[src/rtl/buffer_uart_drain.sv]
// Drains 9-bit words from Buffer's read port and serialises them as UART frames (LSB first).
// Define BUF_UART_PARITY_EN to add an even-parity bit between the data bits and the stop bits.
module buffer_uart_drain #(
  parameter int unsigned DATA_W    = 9,
  parameter int unsigned CLK_DIV   = 434,
  parameter int unsigned STOP_BITS = 1
) (
  input  logic              clk,
  input  logic              rst,
  input  logic [DATA_W-1:0] buf_data,
  input  logic              buf_valid,
  output logic              buf_read,
  output logic              tx,
  output logic              tx_busy,
  output logic              tx_done
);

  localparam int unsigned CNT_W = $clog2(STOP_BITS * CLK_DIV);
  localparam int unsigned IDX_W = (DATA_W > 1) ? $clog2(DATA_W) : 1;
  localparam logic [CNT_W-1:0] BIT_LAST  = CNT_W'(CLK_DIV - 1);
  localparam logic [CNT_W-1:0] STOP_LAST = CNT_W'(STOP_BITS * CLK_DIV - 1);
  localparam logic [IDX_W-1:0] IDX_LAST  = IDX_W'(DATA_W - 1);

  typedef enum logic [2:0] {IDLE, START, DATA, PARITY, STOP} state_t;

  state_t              r_state, w_state_nxt;
  logic [CNT_W-1:0]    r_cnt, w_cnt_nxt;
  logic [IDX_W-1:0]    r_idx, w_idx_nxt;
  logic [DATA_W-1:0]   r_shift, w_shift_nxt;
  logic                r_tx, w_tx_nxt;
  logic                r_buf_read, w_read_nxt;
  logic                r_busy, w_busy_nxt;
  logic                r_done, w_done_nxt;
  logic                w_bit_end, w_last_bit, w_capture;
`ifdef BUF_UART_PARITY_EN
  logic                r_par, w_par_nxt;
`endif

  assign w_bit_end  = (r_cnt == '0);
  assign w_last_bit = (r_idx == IDX_LAST);
  // A word is taken either from idle or on the final stop-bit edge (back-to-back frames).
  assign w_capture  = buf_valid && ((r_state == IDLE) || ((r_state == STOP) && w_bit_end));

  always_ff @(posedge clk) begin
    if (!rst) begin
      r_state    <= IDLE;
      r_cnt      <= '0;
      r_idx      <= '0;
      r_shift    <= '0;
      r_tx       <= 1'b1;
      r_buf_read <= 1'b0;
      r_busy     <= 1'b0;
      r_done     <= 1'b0;
`ifdef BUF_UART_PARITY_EN
      r_par      <= 1'b0;
`endif
    end else begin
      r_state    <= w_state_nxt;
      r_cnt      <= w_cnt_nxt;
      r_idx      <= w_idx_nxt;
      r_shift    <= w_shift_nxt;
      r_tx       <= w_tx_nxt;
      r_buf_read <= w_read_nxt;
      r_busy     <= w_busy_nxt;
      r_done     <= w_done_nxt;
`ifdef BUF_UART_PARITY_EN
      r_par      <= w_par_nxt;
`endif
    end
  end

  always_comb begin
    w_state_nxt = r_state;
    case (r_state)
      IDLE:   if (buf_valid) w_state_nxt = START;
      START:  if (w_bit_end) w_state_nxt = DATA;
      DATA:
        if (w_bit_end && w_last_bit) begin
`ifdef BUF_UART_PARITY_EN
          w_state_nxt = PARITY;
`else
          w_state_nxt = STOP;
`endif
        end
      PARITY: if (w_bit_end) w_state_nxt = STOP;
      STOP:   if (w_bit_end) w_state_nxt = buf_valid ? START : IDLE;
      default: w_state_nxt = IDLE;
    endcase
  end

  always_comb begin
    w_cnt_nxt   = r_cnt;
    w_idx_nxt   = r_idx;
    w_shift_nxt = r_shift;
    w_tx_nxt    = r_tx;
    w_read_nxt  = 1'b0;
    w_busy_nxt  = r_busy;
    w_done_nxt  = 1'b0;
`ifdef BUF_UART_PARITY_EN
    w_par_nxt   = r_par;
`endif
    case (r_state)
      START, DATA: begin
        if (!w_bit_end) begin
          w_cnt_nxt = r_cnt - 1'b1;
        end else if ((r_state == DATA) && w_last_bit) begin
`ifdef BUF_UART_PARITY_EN
          w_tx_nxt  = r_par;
          w_cnt_nxt = BIT_LAST;
`else
          w_tx_nxt  = 1'b1;
          w_cnt_nxt = STOP_LAST;
`endif
        end else begin
          w_tx_nxt    = r_shift[0];
          w_shift_nxt = r_shift >> 1;
          w_idx_nxt   = (r_state == START) ? '0 : r_idx + 1'b1;
          w_cnt_nxt   = BIT_LAST;
        end
      end
      PARITY: begin
        if (!w_bit_end) begin
          w_cnt_nxt = r_cnt - 1'b1;
        end else begin
          w_tx_nxt  = 1'b1;
          w_cnt_nxt = STOP_LAST;
        end
      end
      STOP: begin
        if (!w_bit_end) begin
          w_cnt_nxt = r_cnt - 1'b1;
        end else begin
          w_done_nxt = 1'b1;
          w_busy_nxt = 1'b0;
          w_tx_nxt   = 1'b1;
        end
      end
      default: ;
    endcase
    // Capture overrides the stop-bit wrap-up so back-to-back frames keep busy high.
    if (w_capture) begin
      w_shift_nxt = buf_data;
      w_read_nxt  = 1'b1;
      w_tx_nxt    = 1'b0;
      w_busy_nxt  = 1'b1;
      w_cnt_nxt   = BIT_LAST;
`ifdef BUF_UART_PARITY_EN
      w_par_nxt   = ^buf_data;
`endif
    end
  end

  assign buf_read = r_buf_read;
  assign tx       = r_tx;
  assign tx_busy  = r_busy;
  assign tx_done  = r_done;

endmodule
[config.mk]
export PLATFORM = sky130hd
export DESIGN_NAME = buffer_uart_drain
export DESIGN_NICKNAME = d
export VERILOG_FILES = /design/src/rtl/buffer_uart_drain.sv
export SDC_FILE = /design/constraint.sdc
export NUM_CORES = 1
export LEC_CHECK = 0
export ABC_CLOCK_PERIOD_IN_PS = 2700
export CAP_MARGIN = 10
export CORE_MARGIN = 4
export CORE_UTILIZATION = 50
export DETAILED_ROUTE_END_ITERATION = 8
export HOLD_SLACK_MARGIN = 0.08
export PLACE_DENSITY = 0.8
export SLEW_MARGIN = 10
export SYNTH_ARGS = -nofsm -noshare
export SYNTH_HDL_FRONTEND = slang
export SYNTH_SLANG_ARGS = --single-unit
[constraint.sdc]
create_clock -name clk -period 2.7 [get_ports clk]
set_input_delay 0.27 -clock clk [delete_from_list [all_inputs] [get_ports clk]]
set_output_delay 0.27 -clock clk [all_outputs]
set_load 0.1 [all_outputs]
==> results.md, run 1 <==
* worst-path maximum fanout: 9
* Total Neg Setup Slack: 0 ns
* Arrival @ worst endpoint: 2.80 ns
* critical path cell sequence: inv_1 -> ha_1 -> or4b_4 -> nand2b_4 -> or3_1 -> or4_1 -> a21oi_1
* number of antenna violations at the first check in global routing: 0
* Hold Fails Final Rpt: 0
* Placer Congestion: 0.9280
* critical path type: reg -> reg
* highest-delay cell along the critical path: sky130_fd_sc_hd__or4_1
* clock tree from TritonCTS: yes
* number of rows created at floorplan: 19
* die area: 4058 um2
* setup skew after layout: 0.005548 ns
* overall overflow remaining after global route: 0
* Max Clock Freq: 396.1 MHz
* number of warnings printed during yosys synthesis: 0
* n_diodes: 0
* slew at the pin with the worst max-slew slack: 0.6148 ns
* area used by multi-input combinational logic: 884.6 um2
* number of distinct library cells after synthesis: 40
* overall global routing resource usage: 17.74%
* Slowest Stage Delay on Critical Path: 0.54 ns
* largest net degree at the start of global routing: 21
* sequential area share after synthesis: 37.42%
* count of buffer and inverter cells on the critical path: 1
* async set-reset flop share out of synthesis: 0%
* Avg Inst Size Synth: 8.386 um2
* number of top-level pins: 16
* insertion delay of the later-clocked pin in the worst-skew pair: 0.33 ns
* Peak VDD IR: 353.2 uV
* # clock sinks: 29
* effective utilization at floorplan: 54.39%
* post-CTS setup repair buffer count: 0
* number of global-route vias before repair: 1304
* placeable core area: 2853 um2
* global routing met1 resource utilization: 20.35%
* Post-Syn Nets: 201
* met2 track demand over resource in global routing: 30.64%
* estimated wirelength of the detail-placed design: 2448 um
* post-synthesis cell area: 1551 um2
* DRC: 0
* setup repair after global routing missed its margin: false
* final-report max-slew violation count: 0
* ratio of final minimum period to clock period: 93.51%
* static power due to leakage: 0.7127 nW
* number of endpoints failing setup at the final stage: 0
* number of nets with antenna violations after routing: 0
* EDFF count, synth: 0
* number of buffers added on ports: 15
* final layout net count: 215
* GR Layer Usage met3: 6.039%
* Most used DFF post-synth: sky130_fd_sc_hd__dfxtp_1
* startpoint type of the worst setup path: register
* Die Width: 63.71 um
* Root Buffer: sky130_fd_sc_hd__clkbuf_4
* GRT busiest layer: met2
* Relative slew margins: 58.96%
* cell type contributing the most total cell area after synthesis: sky130_fd_sc_hd__dfxtp_1
* placed insts: 223
* gate count of the mapped netlist: 185
* number of vias after detailed routing: 1400
* first-pass GRT wire length: 5727 um
* largest buffer count on any clock path: 2
* H-tree depth: 2
* DRC violation total after the first TritonRoute iteration: 81
* Hold Path Class: reg -> reg
* power per cell area: 658.8 nW/um2
* # hold bufs at CTS: 0
* Synth Register Bits: 29
* fraction of synthesized cell area taken by the top area cell type: 37.42%
* cell class contributing the biggest share of worst-path delay: simple AND/OR/NAND/NOR gates
* outcome: completed
* fraction of layout instances using a drive strength above 1: 10.50%
* Setup crit end kind: register
* minimum clock period: 2.525 ns
* final routed wire length divided by cell count: 14.34 um
* minimum hold slack: 0.4857 ns
* sum of routed wire length over all layers: 3312 um
* max-cap violation count: 0
* routed via count divided by cell count: 6.061
* top cells by area, synth: sky130_fd_sc_hd__dfxtp_1, sky130_fd_sc_hd__a21oi_1, sky130_fd_sc_hd__o21ai_0
* Crit path required time: 2.97 ns
* total power draw: 1.155 mW
* 1st-pass router iterations: 4
* height of the die: 63.71 um
* area taken by flip-flops and latches: 580.6 um2
* Resized cells post-CTS: 0
* cts bufs inserted: 5
* clock input transition at the sequential cells of the worst setup and hold paths: 0.09 ns
* count of non-filler cells in the finished layout: 231
* synth-to-layout area growth: 12.98%
* fillers: 256
-- synthesized netlist by cell type (3+ instances only) --
master,count
sky130_fd_sc_hd__dfxtp_1,29
sky130_fd_sc_hd__o21ai_0,21
sky130_fd_sc_hd__nor4_1,3
sky130_fd_sc_hd__nand2_1,8
sky130_fd_sc_hd__xor2_1,5
sky130_fd_sc_hd__nand3_1,3
sky130_fd_sc_hd__inv_1,6
sky130_fd_sc_hd__ha_1,4
sky130_fd_sc_hd__nand2b_1,3
sky130_fd_sc_hd__nor2_1,16
sky130_fd_sc_hd__clkbuf_1,11
sky130_fd_sc_hd__mux2i_1,8
sky130_fd_sc_hd__nor3_1,7
sky130_fd_sc_hd__a211oi_1,3
sky130_fd_sc_hd__nor2b_1,3
sky130_fd_sc_hd__a21oi_1,21
-- power by group --
| part | total [mW] | internal, mW | switching, mW |
|---|---|---|---|
| Combinational | 0.378 | 0.157 | 0.222 |
| Sequential | 0.528 | 0.476 | 0.0522 |
| Clock | 0.249 | 0.103 | 0.145 |
-- worst register-to-register path: stages (launching register included) --
cell and delay, ns:
sky130_fd_sc_hd__dfxtp_1 0.36, sky130_fd_sc_hd__inv_1 0.10, sky130_fd_sc_hd__ha_1 0.14, sky130_fd_sc_hd__or4b_4 0.51, sky130_fd_sc_hd__nand2b_4 0.20, sky130_fd_sc_hd__or3_1 0.47, sky130_fd_sc_hd__or4_1 0.54, sky130_fd_sc_hd__a21oi_1 0.14
-- cell usage in the layout (no fill, tap or decap), drive strengths merged, types with 6 or more instances in the layout --
master and n:
a21oi 21, buf 9, clkbuf 8, clkdlybuf4s50 11, dfxtp 29, inv 6
mux2i 8, nand2 8, nor2 16, nor3 7, o21ai 21
-- kinds of logic after synthesis --
family,after synthesis,synth area share (%)
XOR/XNOR,7,3.952
AND/OR/NAND/NOR,60,22.50
multiplexers,9,5.887
buffers and inverters,19,5.564
adder cells (fa/ha/maj),4,3.226
AO/OA/AOI/OAI,57,21.45
flip-flops,29,37.42
-- layout make-up --
type / instances / share of cell area, %
multi-input cells: 137 / 50.46
inverters: 6 / 1.285
well taps: 31 / 2.213
clock buffers: 8 / 2.784
flip-flops and latches: 29 / 33.12
repair buffers: 20 / 10.14
-- through the flow --
step | setup WS [ns] | area (um2) | utilization (%)
floorplan | 0.2507 | 1551 | -
global placement | 0.2738 | 1704 | 59.74
detailed placement | 0.2083 | 1704 | 59.74
CTS | 0.1849 | 1753 | 61.45
global route | 0.02988 | 1753 | 61.45
finish | 0.1752 | 1753 | 61.45
-- worst paths after layout --
| kind | cells after the start | startpoint | end | slack, ns |
|---|---|---|---|---|
| hold / removal | 2 | r_shift[8] | r_shift[8] | 0.49 |
| setup reg to reg | 7 | r_cnt[0] | r_idx[3] | 0.18 |
| setup / recovery | 7 | r_cnt[0] | r_idx[3] | 0.18 |
| hold reg to reg | 2 | r_shift[8] | r_shift[8] | 0.49 |
-- registers in the layout (all words and copies together), names as in the netlist --
name / flops
tx_done: 1
r_cnt: 9
buf_read: 1
tx: 1
r_idx: 4
r_state: 3
r_shift: 9
tx_busy: 1
-- routing by layer --
metal | vias to the layer above | wire length (um) | part of all wire, %
met1 | 657 | 1450 | 44
met3 | 6 | 229 | 6.9
li1 | 699 | - | -
met2 | 38 | 1581 | 48
met4 | 0 | 50 | 1.5
met5 | - | 0 | 0
Note: power is estimated with default switching activity, not from simulation.
==> run 2, diff against run 1 <==
--- a/config.mk
+++ b/config.mk
@@ -9,6 +9,7 @@
 export CAP_MARGIN = 10
 export CORE_MARGIN = 4
 export CORE_UTILIZATION = 50
+export CTS_CLUSTER_SIZE = 28
 export DETAILED_ROUTE_END_ITERATION = 8
 export HOLD_SLACK_MARGIN = 0.08
 export PLACE_DENSITY = 0.8
==> constraint.sdc (replaced) <==
create_clock -name clk -period 2.7 [get_ports clk]
set_input_delay 0.27 -clock clk [delete_from_list [all_inputs] [get_ports clk]]
set_output_delay 0.27 -clock clk [all_outputs]
set_load 0.005 [all_outputs]
==> run 2 against run 1 <==
Net effect:
- highest routed layer unchanged
- clock skew rose by 0.0034 ns
- critical path type unchanged
- sequential share of layout area fell by 0.19 points
- worst setup slack better by 0.014 ns
==> results.md, run 2 (synthesis results as in run 1) <==
* post-CTS setup repair buffer count: 0, unchanged
* clock input transition at the sequential cells of the worst setup and hold paths: 0.09 ns, about the same
* placeable core area: 2853 um2, unchanged
* most frequent cells in the layout: sky130_fd_sc_hd__dfxtp_1, sky130_fd_sc_hd__o21ai_0, sky130_fd_sc_hd__a21oi_1, sky130_fd_sc_hd__nor2_1, sky130_fd_sc_hd__clkdlybuf4s50_1
* synth-to-layout area growth: 13.63%
* final-report max-slew violation count: 0, unchanged
* final routed wire length divided by cell count: 14.58 um, +1.7%
* number of vias after detailed routing: 1421, +1.5%
* # hold bufs at CTS: 0, unchanged
* estimated wirelength of the detail-placed design: 2461 um, +0.54%
* 1st-pass router iterations: 4, unchanged
* outcome: completed
* count of buffer and inverter cells on the critical path: 1, unchanged
* effective utilization at floorplan: 54.39%, unchanged
* DRC: 0, unchanged
* Relative slew margins: 59.40%, +0.45 points
* Max Clock Freq: 398.2 MHz, +0.54%
* Placer Congestion: 0.9239, -0.44%
* Setup crit end kind: register
* most common cell after layout, fill and taps aside: sky130_fd_sc_hd__dfxtp_1
* cell class contributing the biggest share of worst-path delay: simple AND/OR/NAND/NOR gates
* registers with the most flip-flops: r_cnt: 9 flops, r_shift: 9 flops, r_idx: 4 flops
* setup skew after layout: 0.008935 ns, +0.003387 ns
* # clock sinks: 29, unchanged
* number of global-route vias before repair: 1380, +5.8%
* Peak VDD IR: 356.4 uV, +0.88%
* routed via count divided by cell count: 6.152, +1.5%
* worst slack at placement: 0.2213 ns, +0.01300 ns
* static power due to leakage: 0.7072 nW, -0.77%
* worst path setup slack after routing: 0.1888 ns, +0.01366 ns
* critical path cell sequence: inv_1 -> ha_1 -> or4b_4 -> nand2b_4 -> or3_1 -> or4_1 -> a21oi_1
* number of endpoints failing setup at the final stage: 0, unchanged
* number of rows created at floorplan: 19, unchanged
* overall overflow remaining after global route: 0, unchanged
* setup repair after global routing missed its margin: false
* total power draw: 1.117 mW, -3.3%
* power per cell area: 633.3 nW/um2, -3.9%
* Resized cells post-CTS: 0, unchanged
* fraction of layout instances using a drive strength above 1: 8.500%, -2.0 points
* critical path type: reg -> reg
* die area: 4058 um2, unchanged
* ratio of final minimum period to clock period: 93.01%, -0.51 points
* H-tree depth: 2, unchanged
* sum of routed wire length over all layers: 3368 um, +1.7%
* height of the die: 63.71 um, unchanged
* Hold Fails Final Rpt: 0, unchanged
* Root Buffer: sky130_fd_sc_hd__clkbuf_4
* Crit path required time: 2.96 ns, about the same
* overall global routing resource usage: 18.05%, +0.30 points
* Slowest Stage Delay on Critical Path: 0.53 ns, about the same
* number of antenna violations at the first check in global routing: 0, unchanged
* largest net degree at the start of global routing: 21, unchanged
* first-pass GRT wire length: 5802 um, +1.3%
* n_diodes: 0, unchanged
* cts bufs inserted: 5, unchanged
* number of top-level pins: 16, unchanged
* largest buffer count on any clock path: 2, unchanged
* clock tree from TritonCTS: yes
* startpoint type of the worst setup path: register
* worst-path maximum fanout: 9, unchanged
* number of buffers added on ports: 15, unchanged
* Hold Path Class: reg -> reg
* final layout net count: 215, unchanged
* highest-delay cell along the critical path: sky130_fd_sc_hd__or4_1
* Die Width: 63.71 um, unchanged
* Total Neg Setup Slack: 0 ns, unchanged
* max-cap violation count: 0, unchanged
* slew at the pin with the worst max-slew slack: 0.6081 ns, -0.006711 ns
* minimum clock period: 2.511 ns, -0.01366 ns
* DRC violation total after the first TritonRoute iteration: 77, -4.9%
* number of nets with antenna violations after routing: 0, unchanged
* Arrival @ worst endpoint: 2.77 ns, -0.03 ns
* fillers: 250, -2.3%
* insertion delay of the later-clocked pin in the worst-skew pair: 0.32 ns, about the same
run 2: power by group:
part	internal, mW	switching, mW	total (mW)
Sequential	0.476	0.0550	0.531
Combinational	0.158	0.184	0.342
Clock	0.104	0.140	0.244
Total	0.737	0.379	1.12
run 2: layer usage:
metal,global-route usage [%],part of all wire (%),up-vias
li1,-,-,699
met1,20.80,45,678
met2,29.99,49,37
met3,4.973,5.0,7
met4,10.24,1.8,0
met5,0,0,-
run 2: final timing paths:
path	start	to	slack [ns]	depth (start not counted)
hold / removal	r_shift[8]	r_shift[8]	0.47	2
setup reg to reg	r_cnt[0]	r_idx[3]	0.19	7
hold reg to reg	r_shift[8]	r_shift[8]	0.47	2
setup / recovery	r_cnt[0]	r_idx[3]	0.19	7
run 2: layout make-up:
type | instances | area, um2 | share of cell area (%)
inverter | 6 | 22.52 | 1.278
timing repair buffer | 20 | 187.7 | 10.65
multi-input combinational | 137 | 884.6 | 50.18
tap | 31 | 38.79 | 2.200
sequential | 29 | 580.6 | 32.93
clock buffer | 8 | 48.80 | 2.768
run 2: per-stage QoR:
step	std cells	hold slack (ns)	utilization (%)	cell area (um2)
2_1_floorplan	185	0.4060	-	1551
3_3_place_gp	223	0.4618	60.09	1714
3_5_place_dp	223	0.4602	60.09	1714
4_1_cts	231	0.4729	61.80	1763
5_1_grt	231	0.5187	61.80	1763
6_report	231	0.4743	61.80	1763
run 2: tightest hold or removal path: stages, from the launching register on:
cell	delay [ns]
sky130_fd_sc_hd__dfxtp_1	0.31
sky130_fd_sc_hd__nand3_1	0.06
sky130_fd_sc_hd__a21oi_1	0.06
==> run 3, diff against run 2 <==
--- a/config.mk
+++ b/config.mk
@@ -13,6 +13,7 @@
 export DETAILED_ROUTE_END_ITERATION = 8
 export HOLD_SLACK_MARGIN = 0.08
 export PLACE_DENSITY = 0.8
+export SETUP_SLACK_MARGIN = 0.2
 export SLEW_MARGIN = 10
 export SYNTH_ARGS = -nofsm -noshare
 export SYNTH_HDL_FRONTEND = slang
==> run 3 against run 2 <==
Net effect:
- routed wire length grew 3.1%
- first-iteration DRC count grew 9.1%
- clock power is essentially flat
- critical endpoint unchanged
- sequential cell count is the same
- register-to-register slack gained 0.14 ns
- combinational power grew 6%
- die area is the same
- critical path type unchanged
- sequential power is essentially flat
- via count grew 0.63%
==> results.md, run 3 (synthesis results as in run 1) <==
* sequential share of power: 46.7%, -0.8 points
* outcome: completed
* # clock sinks: 29, unchanged
* clock tree from TritonCTS: yes
* overall overflow remaining after global route: 0, unchanged
* first-pass GRT wire length: 5802 um, unchanged
* placeable core area: 2853 um2, unchanged
* Hold Path Class: reg -> reg
* Max Clock Freq: 422.6 MHz, +6.1%
* sum of routed wire length over all layers: 3474 um, +3.1%
* largest buffer count on any clock path: 2, unchanged
* Internal Power: 749.7 uW, +1.7%
* worst-path maximum fanout: 9, unchanged
* number of nets with antenna violations after routing: 0, unchanged
* DRC: 0, unchanged
* DRC violation total after the first TritonRoute iteration: 84, +9.1%
* number of vias after detailed routing: 1430, +0.63%
* routed via count divided by cell count: 6.137, -0.23%
* # hold bufs at CTS: 0, unchanged
* number of top-level pins: 16, unchanged
* fraction of layout instances using a drive strength above 1: 10.40%, +1.9 points
* number of endpoints failing setup at the final stage: 0, unchanged
* cts bufs inserted: 5, unchanged
* Total Neg Setup Slack: 0 ns, unchanged
* ratio of final minimum period to clock period: 87.65%, -5.4 points
* Placer Congestion: 0.9239, unchanged
* clock input transition at the sequential cells of the worst setup and hold paths: 0.09 ns, about the same
* Setup crit end kind: register
* estimated wirelength of the detail-placed design: 2461 um, unchanged
* number of rows created at floorplan: 19, unchanged
* most common cell after layout, fill and taps aside: sky130_fd_sc_hd__dfxtp_1
* P_sw: 387.1 uW, +2.1%
* overall global routing resource usage: 18.05%, unchanged
* height of the die: 63.71 um, unchanged
* largest net degree at the start of global routing: 21, unchanged
* synth-to-layout area growth: 15.00%
* n_diodes: 0, unchanged
* core occupancy in the finished layout: 62.54%, +0.75 points
* H-tree depth: 2, unchanged
* 1st-pass router iterations: 4, unchanged
* Root Buffer: sky130_fd_sc_hd__clkbuf_4
* startpoint type of the worst setup path: register
* die area: 4058 um2, unchanged
* effective utilization at floorplan: 54.39%, unchanged
* static power due to leakage: 0.7186 nW, +1.6%
* critical path type: reg -> reg
* fillers: 247, -1.2%
* final routed wire length divided by cell count: 14.91 um, +2.3%
* final layout net count: 217, +0.93%
* fraction of power consumed by the clock network: 21.5%, -0.3 points
* Crit path required time: 2.96 ns, about the same
* slew at the pin with the worst max-slew slack: 0.6237 ns, +0.01564 ns
* total power draw: 1.137 mW, +1.8%
* setup repair after global routing missed its margin: false
* power per cell area: 637.1 nW/um2, +0.60%
* insertion delay of the later-clocked pin in the worst-skew pair: 0.32 ns, about the same
* Relative slew margins: 58.36%, -1.0 points
* Arrival @ worst endpoint: 2.63 ns, -0.14 ns
* max-cap violation count: 0, unchanged
* Die Width: 63.71 um, unchanged
* minimum clock period: 2.366 ns, -0.1448 ns
* logic gate share of total power: 31.7%, +1.0 points
* number of antenna violations at the first check in global routing: 0, unchanged
* Peak VDD IR: 356.7 uV, about the same
* number of global-route vias before repair: 1380, unchanged
* number of buffers added on ports: 15, unchanged
* Hold Fails Final Rpt: 0, unchanged
* final-report max-slew violation count: 0, unchanged
* proportion of total power due to net switching: 34.05%, +0.095 points
* most frequent cells in the layout: sky130_fd_sc_hd__dfxtp_1, sky130_fd_sc_hd__o21ai_0, sky130_fd_sc_hd__a21oi_1, sky130_fd_sc_hd__nor2_1, sky130_fd_sc_hd__clkdlybuf4s50_1
* registers with the most flip-flops: r_cnt: 9 flops, r_shift: 9 flops, r_idx: 4 flops
* setup skew after layout: 0.008724 ns, -0.0002106 ns
[run 3: cell types whose count changed in the layout (fill, tap and decap cells not counted), sizes merged]
cell	previous run	this run
buf	5	7
[run 3: stage by stage]
stage / hold WS, ns / worst slack, ns / instance area [um2] / instances
2_1_floorplan: 0.4060 / 0.2507 / 1551 / 185
3_3_place_gp: 0.4618 / 0.2768 / 1714 / 223
3_5_place_dp: 0.4602 / 0.2213 / 1714 / 223
4_1_cts: 0.4729 / 0.2623 / 1768 / 231
5_1_grt: 0.5187 / 0.1992 / 1784 / 233
6_report: 0.4751 / 0.3336 / 1784 / 233
[run 3: final timing paths]
check | depth (start not counted) | from | to | slack, ns
hold reg to reg | 2 | r_shift[8] | r_shift[8] | 0.48
hold / removal | 2 | r_shift[8] | r_shift[8] | 0.48
setup / recovery | 7 | r_cnt[0] | r_idx[3] | 0.33
setup reg to reg | 7 | r_cnt[0] | r_idx[3] | 0.33
[run 3: repair_timing]
item / 4_1_cts / 5_1_grt
setup buffers: 0 / 2
gates cloned: 0 / 0
gates resized for setup: 1 / 1
setup endpoints to repair: 1 / 2
endpoints found under the hold margin: 0 / 0
pin swaps: 0 / 1
[run 3: power groups by stage]
| stage | logic [mW] | registers (mW) | clock network, mW |
|---|---|---|---|
| after floorplan | 0.268 | 0.522 | 0 |
| after global placement | 0.324 | 0.534 | 0 |
| after detailed placement | 0.337 | 0.540 | 0 |
| after CTS | 0.342 | 0.530 | 0.251 |
| after global routing | 0.397 | 0.538 | 0.272 |
| final | 0.361 | 0.531 | 0.245 |
[run 3: layer usage]
metal  global-route usage [%]  vias to the layer above  share of wire [%]
met5                        0                        -                  0
met4                    10.24                        0                1.8
met3                    4.973                        7                4.4
met2                    29.99                       30                 50
met1                    20.80                      689                 44
li1                         -                      704                  -
[run 3: area by class of cell]
| class | count | area (um2) | area share [%] |
|---|---|---|---|
| clock buffer | 8 | 48.80 | 2.735 |
| tap | 31 | 38.79 | 2.174 |
| multi-input combinational | 137 | 889.6 | 49.86 |
| inverter | 6 | 22.52 | 1.262 |
| timing repair buffer | 22 | 202.7 | 11.36 |
| sequential | 29 | 581.8 | 32.61 |
[run 3: critical path, stage by stage (launching register included)]
cell	delay, ns
sky130_fd_sc_hd__dfxtp_2	0.36
sky130_fd_sc_hd__inv_1	0.09
sky130_fd_sc_hd__ha_1	0.14
sky130_fd_sc_hd__or4b_4	0.49
sky130_fd_sc_hd__nand2b_4	0.19
sky130_fd_sc_hd__or3_4	0.38
sky130_fd_sc_hd__or4_1	0.51
sky130_fd_sc_hd__a21oi_1	0.15
